### src/rtl/eight_bit_divider_if.sv
// Operand/result handshake bundle between a controller and eight_bit_divider.
interface eight_bit_divider_if;
  localparam int unsigned W = 8;

  logic         start;
  logic [W-1:0] dividend;
  logic [W-1:0] divisor;
  logic         busy;
  logic         done;
  logic [W-1:0] quotient;
  logic [W-1:0] remainder;
  logic         div_zero;

  modport master (
    output start, dividend, divisor,
    input  busy, done, quotient, remainder, div_zero
  );

  modport slave (
    input  start, dividend, divisor,
    output busy, done, quotient, remainder, div_zero
  );
endinterface

### src/rtl/eight_bit_divider.sv
// Sequential 8-bit unsigned restoring divider, one quotient bit per clock.
// Optional macro DIVZERO_FLAG_EN: divisor 0 short-circuits to a 1-cycle result with div_zero set.
module eight_bit_divider (
  input  logic                 clk,
  input  logic                 reset,
  eight_bit_divider_if.slave   bus
);
  localparam int unsigned W     = 8;
  localparam int unsigned RW    = W + 1;
  localparam int unsigned CW    = 4;
  localparam int unsigned ITERS = 8;

  typedef enum logic {IDLE, RUN} state_t;

  state_t        state, state_n;
  logic [RW-1:0] r, r_n;
  logic [W-1:0]  q, q_n;
  logic [W-1:0]  d, d_n;
  logic [CW-1:0] count, count_n;
  logic          busy, busy_n;
  logic          done, done_n;
  logic [W-1:0]  quotient, quotient_n;
  logic [W-1:0]  remainder, remainder_n;
  logic          div_zero, div_zero_n;
  logic [RW-1:0] s, t;

  // State and datapath registers; reset aborts any division in flight.
  always_ff @(posedge clk) begin
    if (reset) begin
      state     <= IDLE;
      r         <= '0;
      q         <= '0;
      d         <= '0;
      count     <= '0;
      busy      <= 1'b0;
      done      <= 1'b0;
      quotient  <= '0;
      remainder <= '0;
      div_zero  <= 1'b0;
    end else begin
      state     <= state_n;
      r         <= r_n;
      q         <= q_n;
      d         <= d_n;
      count     <= count_n;
      busy      <= busy_n;
      done      <= done_n;
      quotient  <= quotient_n;
      remainder <= remainder_n;
      div_zero  <= div_zero_n;
    end
  end

  // Next-state, shift-and-subtract iteration and result capture.
  always_comb begin
    state_n     = state;
    r_n         = r;
    q_n         = q;
    d_n         = d;
    count_n     = count;
    busy_n      = busy;
    done_n      = 1'b0;
    quotient_n  = quotient;
    remainder_n = remainder;
    div_zero_n  = div_zero;
    s           = {r[W-1:0], q[W-1]};
    t           = s - {1'b0, d};

    unique case (state)
      IDLE: begin
        if (bus.start) begin
          r_n         = '0;
          q_n         = bus.dividend;
          d_n         = bus.divisor;
          count_n     = '0;
          quotient_n  = '0;
          remainder_n = '0;
          div_zero_n  = 1'b0;
          busy_n      = 1'b1;
          state_n     = RUN;
`ifdef DIVZERO_FLAG_EN
          if (bus.divisor == '0) begin
            quotient_n  = '1;
            remainder_n = bus.dividend;
            div_zero_n  = 1'b1;
            done_n      = 1'b1;
            busy_n      = 1'b0;
            state_n     = IDLE;
          end
`endif
        end
      end
      RUN: begin
        // A borrow out of the 9-bit subtract means the divisor did not fit: restore.
        if (!t[RW-1]) begin
          r_n = t;
          q_n = {q[W-2:0], 1'b1};
        end else begin
          r_n = s;
          q_n = {q[W-2:0], 1'b0};
        end
        count_n = count + CW'(1);
        if (count == CW'(ITERS - 1)) begin
          quotient_n  = q_n;
          remainder_n = r_n[W-1:0];
          done_n      = 1'b1;
          busy_n      = 1'b0;
          state_n     = IDLE;
        end
      end
      default: state_n = IDLE;
    endcase
  end

  assign bus.busy      = busy;
  assign bus.done      = done;
  assign bus.quotient  = quotient;
  assign bus.remainder = remainder;
  assign bus.div_zero  = div_zero;
endmodule

### src/flat_wrapper.sv
// flat-port wrapper written by rule: the top's interface ports become plain ports
module eight_bit_divider_flat 
  (clk, reset, bus_start, bus_dividend, bus_divisor, bus_busy, bus_done, bus_quotient, bus_remainder, bus_div_zero);
  eight_bit_divider_if bus_i ();
  input  logic clk;
  input  logic reset;
  input wire logic [$bits(bus_i.start)-1:0] bus_start;
  input wire logic [$bits(bus_i.dividend)-1:0] bus_dividend;
  input wire logic [$bits(bus_i.divisor)-1:0] bus_divisor;
  output wire logic [$bits(bus_i.busy)-1:0] bus_busy;
  output wire logic [$bits(bus_i.done)-1:0] bus_done;
  output wire logic [$bits(bus_i.quotient)-1:0] bus_quotient;
  output wire logic [$bits(bus_i.remainder)-1:0] bus_remainder;
  output wire logic [$bits(bus_i.div_zero)-1:0] bus_div_zero;
  assign bus_i.start = bus_start;
  assign bus_i.dividend = bus_dividend;
  assign bus_i.divisor = bus_divisor;
  assign bus_busy = bus_i.busy;
  assign bus_done = bus_i.done;
  assign bus_quotient = bus_i.quotient;
  assign bus_remainder = bus_i.remainder;
  assign bus_div_zero = bus_i.div_zero;
  eight_bit_divider u_core (.clk(clk), .reset(reset), .bus(bus_i));
endmodule
### config.mk
export PLATFORM = sky130hd
export DESIGN_NAME = eight_bit_divider_flat
export DESIGN_NICKNAME = d
export VERILOG_FILES = /design/src/rtl/eight_bit_divider_if.sv /design/src/rtl/eight_bit_divider.sv /design/src/flat_wrapper.sv
export SDC_FILE = /design/constraint.sdc
export NUM_CORES = 1
export LEC_CHECK = 0
export ABC_AREA = 1
export BUFFER_PORTS_ARGS = -buffer_cell sky130_fd_sc_hd__buf_2
export CAP_MARGIN = 10
export CORE_ASPECT_RATIO = 0.7
export CORE_MARGIN = 5
export CORE_UTILIZATION = 40
export DETAILED_ROUTE_END_ITERATION = 8
export GPL_TIMING_DRIVEN = 0
export PLACE_DENSITY = 0.59
export SETUP_SLACK_MARGIN = 0.02
export SYNTH_ARGS = -nofsm -noshare
export SYNTH_HDL_FRONTEND = slang
export SYNTH_SLANG_ARGS = --single-unit
export TNS_END_PERCENT = 30
### constraint.sdc
create_clock -name clk -period 2.38 [get_ports clk]
set_clock_uncertainty 0.2 [all_clocks]
set_input_delay 0.476 -clock clk [delete_from_list [all_inputs] [get_ports clk]]
set_output_delay 0.476 -clock clk [all_outputs]
set_load 0.02 [all_outputs]
* Yosys cells after proc, flatten, opt, wreduce, memory -nomap -nowiden
Index checks and enable logic that the tools add are counted.
** Operators by class
- Add/sub/neg operators :: 2
- Eq/ne operators :: 3
- Mux-type cells :: 20
- Bitwise operators :: 1
- Reduce and logical (&&, ||, !) cells :: 3
** Operators by type and width (number)
- 8-bit case mux with 2 select lines :: 4
- 8-bit two-way mux :: 6
- 9-bit by 8-bit subtractor with 9-bit output :: 1
- 4-bit case mux with 2 select lines :: 1
- 1-bit two-way mux :: 6
- 4-bit by 1-bit adder with 4-bit output, second input constant :: 1
- 4-bit by 3-bit equality test with 1-bit output, second input constant :: 1
- 4-bit two-way mux :: 1
- 2-bit inequality test, second input constant :: 2
- 1-bit case mux with 2 select lines :: 2
- 2-bit AND reduction :: 2
- 2-bit OR reduction :: 1
- 1-bit NOT :: 1
** Storage, ports and cells
- Bits in registers :: 47
- Bits of input ports :: 19
- Output and inout bits :: 19
- Logic and storage cells :: 38

* Depth between registers and ports, before layout
- Depth in word-level cells :: 4
- Depth in mapped cells :: 13
- Mapped depth without buffers :: 13

* Worst setup path after synthesis
OpenSTA, ideal clock, no wires.
- Path kind :: register to register
- From :: register u_core.q[7]
- To :: register u_core.r[5]
- Setup time :: 132 ps
- Arrival time :: 1688 ps
- Data required time :: 2048 ps
- Setup slack :: 360 ps
- Cell stages (with the launch flop) :: 14
- Buffers on the path :: 0
- Clock period less this slack :: 2020 ps
- Cell sequence :: dfxtp_1 -> inv_1 -> ha_1 -> fa_1 -> inv_1 -> nand2_1 -> nand2_1 -> nand3_2 -> nand2_2 -> nand2_2 -> nand2_2 -> nand3_1 -> nand2_1 -> a21oi_1
** On the way
- Word-level cells in the longest chain between the ends :: 3
** Ends and longest elaborated chain
- from (decl) :: line eight_bit_divider.sv:17 : logic [W-1:0] q, q_n;
- from (signal assigned) :: line eight_bit_divider.sv:43 : q <= q_n;
- 9-bit by 8-bit subtractor with 9-bit output :: line eight_bit_divider.sv:67 : t = s - {1'b0, d};
- 8-bit two-way mux :: line eight_bit_divider.sv:95 : if (!t[RW-1]) begin
- 8-bit case mux with 2 select lines :: line eight_bit_divider.sv:69 : unique case (state)
- to (signal assigned) :: line eight_bit_divider.sv:42 : r <= r_n;
- to (decl) :: line eight_bit_divider.sv:16 : logic [RW-1:0] r, r_n;
Every way passes these cells.
A chain may end at the register's enable or synchronous reset.

* Final worst setup path
- From :: register u_core.q[7]
- To :: register u_core.r[7]
The elaborated chain is that of the path after synthesis.

==> out/metrics.yaml <==
outcome:
  status: "completed"
floorplan:
  rows: 23
  core_sq_mm: 0.00567
  chipWidth_um: 101
  die_y_um: 73.8
  initial_utilization: 0.410
  pin_count: 38
  dieArea_sq_mm: 0.00746
clock_network:
  clkSlewWorstSetupHoldPaths_ps: 90
  insertion_delay_ps: 310
  holdBufCountCts: 0
  cts_tree: "done"
  cts_setup_buffers: 0
  root_buffer: "clkbuf_8"
  clock_sinks: 47
  cts_buffer_depth: 2
  cts_resized: 0
  cts_buffers: 5
  htreeDepth: 2
synthesis:
  synth_fp_nets: 353
  synth.avg_cell_area_sq_um: 7.17
  yosysWarnings: 0
  syn-cell-area_sq_mm: 0.00232
  synth-seq-area-share: 0.405
  synth_cell_types: 31
  synth_seq_cells: 47
  synth_cells: 324
global_route:
  grt_pass1_wl_um: 9690
  grt_overflow: 0
  antenna_found_initial: 0
  grt_pass1_vias: 1977
  track_usage: 0.166
  grt_max_degree: 15
finish:
  layout_common_cells: "nand2_1 (84), dfxtp_1 (47), inv_1 (43), buf_2 (39), a21oi_1 (35)"
  fin_area_sq_mm: 0.00277
  nNetsFinal: 396
  drive_gt1_frac: 0.190
  final_common_cell: "nand2_1"
  regArea_sq_um: 941
  fin_util: 0.488
  area_delta_synth_final_pct: 19.2
  multi_input_area_sq_mm: 0.00120
  n_antenna_cell: 0
  nFillCells: 590
critical_path:
  path_buf_inv: 2
  worstSetupEndpointType: "flip-flop"
  cp_top_family: "simple AND/OR/NAND/NOR gates"
  crit_chain: "inv_1 -> ha_1 -> fa_2 -> inv_1 -> nand2_1 -> nand2_2 -> nand3_4 -> nand2_4 -> nand2_2 -> nand2_4 -> nand3_1 -> nand2_1 -> a21oi_1"
  critical_path.slowest_cell: "fa_2"
  critical_path_peak_fanout: 5
  cp_data_arrival_time_ps: 2190
  cp-start-kind: "flip-flop"
  critPathRequiredTime_ps: 2350
  worstSetupPathType: "reg -> reg"
  cp_slowest_stage_delay_ps: 370
route:
  num_vias: 2177
  drtAntennaViolNets: 0
  avgViaCountPerCell: 4.91
  drc: 0
  drtIter0Drc: 149
  routed_wl_um: 6000
  wl_per_cell_um: 13.5
  dr.pass1.iters: 5
timing:
  finalCriticalPeriod_ps: 2210
  worstMarginPinSlew_ps: 535
  fin_crit_sh: 0.930
  rsz0062_at_grt: "false"
  timing.fmax_mhz: 452
  final-setup-viol-count: 0
  finalHoldViolCount: 0
  drv_slew: 0
  tns_ps: 0
  maxSlewHeadroom: 0.643
power:
  leakage_nw: 1.34
  ir_drop_mv: 0.380
  powerDensity_mw_per_mm2: 1070
run:
  cap_violations: 0
place:
  place.gp.congestion: 0.831
  hpwl_um: 4490
  port-buffer-count: 36
  place_area_sq_mm: 0.00260
min_path:
  hp-class: "in -> reg"
[metal layers]
layer	GRT usage	wire length, um
met4	0.0457	59
met2	0.227	2380
met5	0	0
met1	0.257	3210
met3	0.0389	346
[cell type report]
type                            instances  area share
Sequential cell                        47       0.340
Multi-Input combinational cell        221       0.433
Clock inverter                          2      0.0217
Tap cell                               75      0.0339
Timing Repair Buffer                   36      0.0651
Clock buffer                            6      0.0262
Inverter                               44      0.0596
Buffer                                 12      0.0203
[through the flow]
step           power (W)  cells  setup WS [ps]  hold slack [ps]
2_1_floorplan    0.00191    324            360              235
3_3_place_gp     0.00216    435            111              249
3_5_place_dp     0.00217    435           69.7              253
4_1_cts          0.00287    443           50.5              187
5_1_grt          0.00319    443           22.9              196
6_report         0.00296    443            166              189
[report_power, final]
part | internal, W | total (W) | switching (W)
sequential | 0.000876 | 0.000949 | 0.0000731
combinational | 0.000471 | 0.00131 | 0.000836
clock | 0.000420 | 0.000708 | 0.000288
[kinds of logic after synthesis]
group	Yosys count	share of synthesized area
flip-flops	47	0.405
buffers and inverters	56	0.0953
other	1	0.00161
XOR/XNOR	1	0.00377
AND/OR/NAND/NOR	146	0.288
adder cells (fa/ha/maj)	10	0.0571
AO/OA/AOI/OAI	63	0.150
[Yosys cell counts]
master	n	area [sq um]
nand2_2	8	50.1
inv_1	43	161
nand3_2	3	30.0
inv_2	1	3.75
a21oi_4	1	16.3
o211ai_1	1	7.51
a21oi_1	36	180
nand4_1	1	6.26
nor2_4	1	11.3
buf_4	2	15.0
a211oi_1	1	7.51
nor2_1	9	33.8
a31oi_1	1	6.26
nand2_4	1	11.3
o21bai_1	1	7.51
xor2_1	1	8.76
buf_1	1	3.75
clkbuf_1	6	22.5
dfxtp_1	47	941
nor2_2	2	12.5
nand3_1	30	150
buf_2	3	15.0
fa_1	1	20.0
nand2_1	85	319
o21ai_0	18	90.1
or2_2	1	6.26
a22oi_1	3	22.5
conb_1	1	3.75
nand3b_1	5	37.5
ha_1	9	113
a32o_1	1	10.0
[tightest hold or removal path, stage by stage]
cell	delay [ps]
buf_2	70
nor2_1	30
nor2_1	80
[sequential cells by signal, summed over array words and instances, names as in the netlist]
signal                flops
u_core.r                  8
u_core.count              4
u_core.bus.busy           1
u_core.bus.remainder      8
u_core.q                  8
u_core.bus.done           1
u_core.bus.quotient       8
u_core.d                  8
u_core.state              1
[final timing paths]
path | cells past startpoint | slack (ps) | startpoint | to
setup reg to reg | 13 | 170 | u_core.q[7]$_SDFFE_PP0P_ | u_core.r[7]$_SDFFE_PP0P_
hold / removal | 3 | 190 | bus_divisor[0] | u_core.d[0]$_SDFFE_PP0P_
setup / recovery | 13 | 170 | u_core.q[7]$_SDFFE_PP0P_ | u_core.r[7]$_SDFFE_PP0P_
hold reg to reg | 2 | 270 | u_core.bus.quotient[1]$_SDFFE_PP0P_ | u_core.bus.quotient[1]$_SDFFE_PP0P_
Power figures use the tool's default switching activity.
